[config.mk]
export PLATFORM = sky130hd
export DESIGN_NAME = pipe_field_engine
export DESIGN_NICKNAME = d
export VERILOG_FILES = /design/src/rtl/pipe_field_engine.sv
export SDC_FILE = /design/constraint.sdc
export NUM_CORES = 1
export LEC_CHECK = 0
export ABC_AREA = 1
export BUFFER_PORTS_ARGS = -buffer_cell sky130_fd_sc_hd__clkbuf_2
export CAP_MARGIN = 20
export CORE_MARGIN = 5
export CORE_UTILIZATION = 40
export CTS_CLUSTER_SIZE = 10
export DETAILED_ROUTE_END_ITERATION = 10
export RECOVER_POWER = 25
export SYNTH_ARGS = -nofsm -noshare
export SYNTH_HDL_FRONTEND = slang
export SYNTH_SLANG_ARGS = --single-unit
export TNS_END_PERCENT = 100
[constraint.sdc]
create_clock -name clk -period 14 [get_ports clk]
set_input_delay 0.7 -clock clk [delete_from_list [all_inputs] [get_ports clk]]
set_output_delay 0.7 -clock clk [all_outputs]
set_load 0.03 [all_outputs]
[src/rtl/pipe_field_engine.sv]
// Obstacle field for the side-scrolling bird game: pipe column array with LFSR spawning,
// bird collision against the leading column, and a one-pixel-per-cycle VGA frame scan.
module pipe_field_engine #(
    parameter int          NUM_COLS  = 40,
    parameter int          COL_W     = 4,
    parameter int          FIELD_H   = 80,
    parameter int          Y_BASE    = 84,
    parameter int          GAP       = 24,
    parameter int          MIN_Y     = 8,
    parameter int          SPACING   = 8,
    parameter int          BIRD_H    = 4,
    parameter logic [15:0] LFSR_SEED = 16'hACE1
) (
    input  logic       clk,
    input  logic       resetn,
    input  logic       start,
    input  logic       step,
    input  logic [6:0] bird_h,
    output logic [7:0] x,
    output logic [6:0] y,
    output logic [2:0] colour,
    output logic       plot,
    output logic       frame_done,
    output logic       collide,
    output logic       passed
);

    localparam int C_W  = (NUM_COLS > 1) ? $clog2(NUM_COLS) : 1;
    localparam int PX_W = (COL_W > 1) ? $clog2(COL_W) : 1;
    localparam int SPAN = FIELD_H - GAP - 2 * MIN_Y + 1;

    typedef enum logic {SCAN, BOUNDARY} state_t;

    state_t          state, state_next;
    logic [C_W-1:0]  c_p0;
    logic [PX_W-1:0] px_p0;
    logic [6:0]      row_p0;
    logic            last_pix, vld_p0, bnd_p0;
    logic [7:0]      x_p0;
    logic [6:0]      y_p0;
    logic [2:0]      colour_p0;

    logic [6:0]  col [NUM_COLS];
    logic [7:0]  spawn_cnt;
    logic [15:0] lfsr;
    logic        run, pending, shift, spawn_hit, hit;
    int          ci, pi, ri, bh, gap_lo, c0;

    function automatic logic [15:0] lfsr_step(input logic [15:0] s);
        return (s >> 1) ^ (s[0] ? 16'hB400 : 16'h0000);
    endfunction

    function automatic logic [6:0] spawn_gap(input logic [15:0] s);
        return 7'(MIN_Y + int'(s) % SPAN);
    endfunction

    // Scan stage p0: frame counters, row fastest, then pixel-in-column, then column
    always_ff @(posedge clk) begin
        if (!resetn || start) begin
            state <= SCAN;
        end else begin
            state <= state_next;
        end
    end

    always_comb begin
        state_next = state;
        case (state)
            SCAN:     if (last_pix) state_next = BOUNDARY;
            BOUNDARY: state_next = SCAN;
            default:  state_next = SCAN;
        endcase
    end

    always_comb begin
        vld_p0 = (state == SCAN);
        bnd_p0 = (state == BOUNDARY);
    end

    assign last_pix = (int'(c_p0) == NUM_COLS - 1) && (int'(px_p0) == COL_W - 1) &&
                      (int'(row_p0) == FIELD_H - 1);

    always_ff @(posedge clk) begin
        if (!resetn || start) begin
            c_p0   <= '0;
            px_p0  <= '0;
            row_p0 <= '0;
        end else if (state == SCAN) begin
            if (int'(row_p0) == FIELD_H - 1) begin
                row_p0 <= '0;
                if (int'(px_p0) == COL_W - 1) begin
                    px_p0 <= '0;
                    c_p0  <= (int'(c_p0) == NUM_COLS - 1) ? '0 : c_p0 + C_W'(1);
                end else begin
                    px_p0 <= px_p0 + PX_W'(1);
                end
            end else begin
                row_p0 <= row_p0 + 7'd1;
            end
        end
    end

    always_comb begin
        ci        = int'(c_p0);
        pi        = int'(px_p0);
        ri        = int'(row_p0);
        gap_lo    = int'(col[c_p0]);
        x_p0      = 8'(ci * COL_W + pi);
        y_p0      = 7'(Y_BASE - ri);
        colour_p0 = 3'b011;
        if (ci == 0 && pi < 2 && ri >= bh && ri < bh + BIRD_H) begin
            colour_p0 = 3'b100;
        end else if (gap_lo != 0 && (ri < gap_lo || ri >= gap_lo + GAP)) begin
            colour_p0 = 3'b010;
        end
    end

    // Output stage p1: registered pixel, held during the boundary cycle
    always_ff @(posedge clk) begin
        if (!resetn) begin
            x          <= '0;
            y          <= '0;
            colour     <= '0;
            plot       <= 1'b0;
            frame_done <= 1'b0;
        end else begin
            plot       <= vld_p0;
            frame_done <= bnd_p0;
            if (vld_p0) begin
                x      <= x_p0;
                y      <= y_p0;
                colour <= colour_p0;
            end
        end
    end

    // The field only moves on the boundary cycle, so a frame never tears
    assign shift     = bnd_p0 && pending && !start;
    assign spawn_hit = (int'(spawn_cnt) == SPACING - 1);

    always_comb begin
        bh  = int'(bird_h);
        c0  = int'(col[0]);
        hit = run && (bh == 0 || bh + BIRD_H > FIELD_H ||
                      (c0 != 0 && (bh < c0 || bh + BIRD_H > c0 + GAP)));
    end

    always_ff @(posedge clk) begin
        if (!resetn) begin
            run <= 1'b0;
        end else if (start) begin
            run <= 1'b1;
        end else if (hit) begin
            run <= 1'b0;
        end
    end

    always_ff @(posedge clk) begin
        if (!resetn || start) begin
            pending   <= 1'b0;
            collide   <= 1'b0;
            passed    <= 1'b0;
            spawn_cnt <= '0;
        end else begin
            pending <= (pending && !shift) || (step && run);
            collide <= collide || hit;
            passed  <= shift && (col[0] != '0);
            if (shift) spawn_cnt <= spawn_hit ? '0 : spawn_cnt + 8'd1;
        end
    end

    always_ff @(posedge clk) begin
        if (!resetn || start) begin
            for (int i = 0; i < NUM_COLS; i++) col[i] <= '0;
        end else if (shift) begin
            for (int i = 0; i < NUM_COLS - 1; i++) col[i] <= col[i+1];
            col[NUM_COLS-1] <= spawn_hit ? spawn_gap(lfsr) : '0;
        end
    end

    // The seed is kept across start so successive games see different fields
    always_ff @(posedge clk) begin
        if (!resetn) begin
            lfsr <= LFSR_SEED;
        end else if (shift) begin
            lfsr <= lfsr_step(lfsr);
        end
    end

endmodule
# [Yosys cells after proc, flatten, opt, wreduce, memory -nomap -nowiden]
# Memories as Yosys holds them, arrays and structs flattened. A register that Yosys moved wholly into a read port is not among the register bits.
# Index checks and enable logic that the tools add are counted.
[word_totals] reg_bits=64 ramBits=280 input_bits=11 out_inout_bits=22 elab_cells=171 memories=1
[op_classes] add_sub_neg=10 n_div=1 magnitude_cmp=8 n_eq_ne=4 n_mux=59 bitwise_logic=42 reduce_logical=31
[memory_table] name="col" words=40 word_bits=7 read_ports=41 rd_ports_with_merged_regs=1 wr=40 line_no="43" rtl="logic [6:0] col [NUM_COLS];"
[ops] op="7-bit 2-to-1 mux" count=42
[ops] op="1-bit OR" count=40
[ops] op="32-bit by 8-bit greater-than comparator with 1-bit output (second input constant)" count=1
[ops] op="8-bit by 32-bit < comparator with 1-bit output" count=1
[ops] op="17-bit by 7-bit modulo with 32-bit output (second input constant)" count=1
[ops] op="7-bit nonzero test" count=3
[ops] op="6-bit 2-to-1 mux" count=3
[ops] op="7-bit by 5-bit adder with 8-bit output (second input constant)" count=2
[ops] op="16-bit 2-to-1 mux" count=1
[ops] op="15-bit by 16-bit bitwise XOR with 16-bit output" count=1
[ops] op="7-bit < comparator" count=2
[ops] op="1-bit logical AND" count=13
[ops] op="1-bit 2-to-1 mux" count=9
[ops] op="7-bit by 3-bit adder with 8-bit output (second input constant)" count=1
[ops] op="8-bit by 1-bit adder with 8-bit output (second input constant)" count=1
[ops] op="8-bit by 2-bit adder with 8-bit output" count=1
[ops] op="8-bit by 4-bit equality test with 1-bit output (second input constant)" count=1
[ops] op="7-bit by 8-bit >= comparator with 1-bit output" count=1
[ops] op="8-bit greater-than comparator" count=1
[ops] op="8-bit 2-to-1 mux" count=1
[ops] op="5-bit by 7-bit adder with 7-bit output (first input constant)" count=1
[ops] op="7-bit by 1-bit adder with 7-bit output (second input constant)" count=1
[ops] op="7-bit equality test (second input constant)" count=1
[ops] op="7-bit >= comparator" count=1
[ops] op="17 further kinds" count=25

# [Logic depth before layout (Yosys ltp)]
# An unclocked memory read counts as a cell.
[logic_depth] depth_word=9 depth_mapped=89 depth_no_buf=86

# [Worst setup path before layout]
# No wires, ideal clock.
[synth_timing] path_kind="register to register" start="register lfsr[11]" end="memory col[39][5], data pin" setup_ns=0.254 arrival_time_ns=8.692 required_time_ns=13.746 setup_slack_ns=5.054 path_stages_with_launch=82 n_path_buf=4 period_less_slack_ns=8.946 path_cell_list="dfxtp_1 > nor2_1 > nand2_1 > nand2_2 > nand2_1 > ha_1 > inv_1 > nand2_1 > nand2_2 > inv_2 > a21oi_2 > nand2_2 > inv_2 > nand2_2 > nand2_1 > nand2_2 > inv_2 > nand2_2 > (+46 left out) > nand2_1 > nand2_2 > nor2_4 > nand3_4 > buf_4 > xor2_1 > ha_1 > nand3_1 > nor2_1 > nor2_1 > nor2_4 > nand2_2 > nand2_1 > nand2_1 > inv_1 > ha_1 > xnor2_1 > nor2_1"
[synth_rtl] item="start, declared" line_no="45" rtl="logic [15:0] lfsr;"
[synth_rtl] item="start signal, assigned" line_no="186" rtl="lfsr <= lfsr_step(lfsr);"
[synth_rtl] item="end, declared" line_no="43"

==> impl_metrics.yaml <==
clocking:
  post_cts_buffers: 0
  cts_tree: "yes"
  cts.path.max_buffers: 3
  cts_buffers: 42
  htreeDepth: 2
  insertion_delay_ns: 0.55
  cts_resized: 0
  clk_root_buffer_cell: "clkbuf_16"
  clkSinkCount: 350
  ctsHoldBuffers: 0
  path_clk_slew_ns: 0.05
pwr:
  comb_power_share_pct: 3.8
  p_seq_share_pct: 52.3
  ir_worst_vdd_mv: 0.07195
  leakagePower_nw: 9.670
  p_int_mw: 1.756
  power.density_nw_per_um2: 97.66
  p_clk_share_pct: 43.9
  p_switching_mw: 0.4860
  totalPowerFinal_mw: 2.242
  sw_frac_of_total_pct: 21.68
worst_setup_path:
  cp-start-kind: "flop"
  worst_path_most_repeated_cell: "nand2_1"
  cp.required_ns: 14.31
  r2r_end: "col[39][5]$_SDFFCE_PP0P_"
  cp.arrival_ns: 11.52
  reg2reg_slack_ns: 2.78
  r2r-start: "lfsr[15]$_SDFFE_PN1P_"
  endpoint_kind: "flop"
  critPathKind: "flop to flop"
  max_stage_delay_ns: 0.56
  r2r_cells: 70
  cp_slowest_cell: "dfxtp_1"
  path_max_fanout: 34
  path_buf_inv: 8
  critPathTopFamily: "simple AND/OR/NAND/NOR gates"
global_routing:
  grt_pass1_vias: 16795
  grt_first_pass_wirelength_um: 83730
  grtUsageTotal_pct: 17.30
  grt_overflow: 0
  antenna_found_initial: 0
  grt_start_max_net_pins: 155
synth:
  ys_ff_latch: 350
  synth_edf_count: 280
  synthesis.nets: 2762
  ys.flop_type: "edfxtp_1"
  synth_top_area_share_pct: 39.83
  ys_types: 57
  yosys_warnings: 0
  yosys-top-cells-area: "edfxtp_1, inv_1, nand2_1"
  syn-cell-area_um2: 21110
  yosysTopAreaCell: "edfxtp_1"
  synth-seq-area-share_pct: 46.47
  syn_area_per_cell_um2: 7.823
  syn_inst: 2698
  async_reset_ff_share_pct: 0
die:
  std_cell_rows: 84
  initial_core_util_pct: 40.25
  ios: 33
  core_um2: 52450
  die_w_um: 239.7
  dieArea_um2: 57460
  fp.dieH_um: 239.7
cells_and_area:
  stdcell_area_um2: 22950
  stdcell_count: 3388
  drive_above_1_share_pct: 7.519
  layout_commonest_cell: "inv_1"
  final_cell_mix: "inv_1, nand2_1, nor2_1, edfxtp_1, o21ai_0"
  n_antenna_cell: 0
  nets: 2743
  area.growth.synth_to_final_pct: 8.744
route:
  wl_per_cell_um: 14.81
  ant_nets: 0
  drc: 0
  routed_wl_um: 50190
  via_per_inst: 5.130
  vias: 17379
  drt-initial-drc-count: 1219
  dr.pass1.iters: 6
placed_design:
  place_hpwl_um: 33310
  dpl_cell_area_um2: 21800
  dp_cells: 3323
  portBuffers: 32
  gp_congestion: 0.8324
outcome:
  status: "complete, but fails checks"
  violations: "max-capacitance violations, max-slew violations"
timing:
  finalSetupTns_ns: 0
  slew_violations: 115
  min_period_ns: 11.22
  period_share_pct: 80.12
  tightestPinTransition_ns: 2.708
  hold_viol_final: 0
  finClkSkew_ns: 0.01405
  rsz0062_at_grt: "false"
  setup_viol: 0
  fmax_ghz: 0.08915
  holdWs_ns: 0.4191
  relSlewSlack_pct: -80.95
worst_hold_path:
  min_path_type: "input port to flop"
  holdCritStartpoint: "step"
  holdPathEnd: "pending$_SDFF_PP0_"
  min_path_cells: 3
flow_run:
  drv_cap: 2
## sequential cells by signal, indices dropped and copies added, names as in the netlist, 2 cells and up, named ones only
name	count
c_p0	6
y	7
x	8
row_p0	7
spawn_cnt	8
colour	3
lfsr	16
col	280
px_p0	2
## cell families (layout without fill, tap and decap cells)
family,count (synthesis),in the layout,synth area share (%)
flops,350,350,46.47
simple gates,1192,1192,25.07
xor+xnor,51,51,2.116
compound gates,455,455,12.31
buf+inv,597,599,10.90
fa+ha+maj,53,53,3.142
## worst max-delay path by stage
| stage | slack, ns | from | cells past startpoint | end |
|---|---|---|---|---|
| after floorplan | 5.05 | lfsr[11]$_SDFFE_PN1P_ | 81 | col[39][5]$_SDFFCE_PP0P_ |
| after global placement | 3.28 | lfsr[11]$_SDFFE_PN1P_ | 71 | col[39][5]$_SDFFCE_PP0P_ |
| after detailed placement | 2.87 | lfsr[11]$_SDFFE_PN1P_ | 71 | col[39][5]$_SDFFCE_PP0P_ |
| after CTS | 2.84 | lfsr[10]$_SDFFE_PN1P_ | 71 | col[39][5]$_SDFFCE_PP0P_ |
| after global routing | 1.59 | lfsr[15]$_SDFFE_PN1P_ | 71 | col[39][5]$_SDFFCE_PP0P_ |
| final | 2.78 | lfsr[15]$_SDFFE_PN1P_ | 70 | col[39][5]$_SDFFCE_PP0P_ |
## layout make-up
class                           instances  area (um2)
Clock inverter                          4       23.77
Sequential cell                       350        9814
Timing Repair Buffer                   47       249.0
Clock buffer                           61        1174
Tap cell                              688       860.8
Inverter                              487        1833
Multi-Input combinational cell       1751        8999
Fill cell                            5310       29490
## Yosys cell counts, types with 13 or more instances
cell type,count
nand3_1,136
nand2_1,442
nor3_1,18
o21ai_0,219
a21oi_1,131
dfxtp_1,70
nor2_2,13
nand4_1,61
inv_1,446
nor2_1,435
edfxtp_1,280
inv_2,36
clkbuf_1,86
xor2_1,41
ha_1,53
a221oi_1,33
nand2_2,39
## layer usage
metal	vias to the layer above	wire length, um	track usage, %
met1	8218	22280	22.30
met5	-	0	0
met3	81	2300	2.844
met2	330	24340	30.01
li1	8750	-	-
met4	0	1265	5.153
## metrics by stage
stage | util (%) | worst slack (ns)
floorplan | - | 5.054
global placement | 41.57 | 3.278
detailed placement | 41.57 | 2.867
CTS | 43.85 | 2.836
global route | 43.77 | 1.592
finish | 43.77 | 2.783
## worst register-to-register path, delay by kind of cell (launching register included)
family	cells	cell delay, ns
AO/OA/AOI/OAI	2	0.23
AND/OR/NAND/NOR	55	8.21
XOR/XNOR	2	0.46
buffers and inverters	8	0.94
adder cells (fa/ha/maj)	3	0.60
flip-flops	1	0.56
## power groups by stage
stage	Combinational, mW	Clock [mW]	Sequential, mW
final	0.0862	0.984	1.17
after global routing	0.0998	1.05	1.18
after CTS	0.0880	1.01	1.17
after detailed placement	0.0877	0	1.19
after global placement	0.0856	0	1.19
after floorplan	0.0588	0	1.20
No activity file was read; power rests on OpenSTA's default activity.
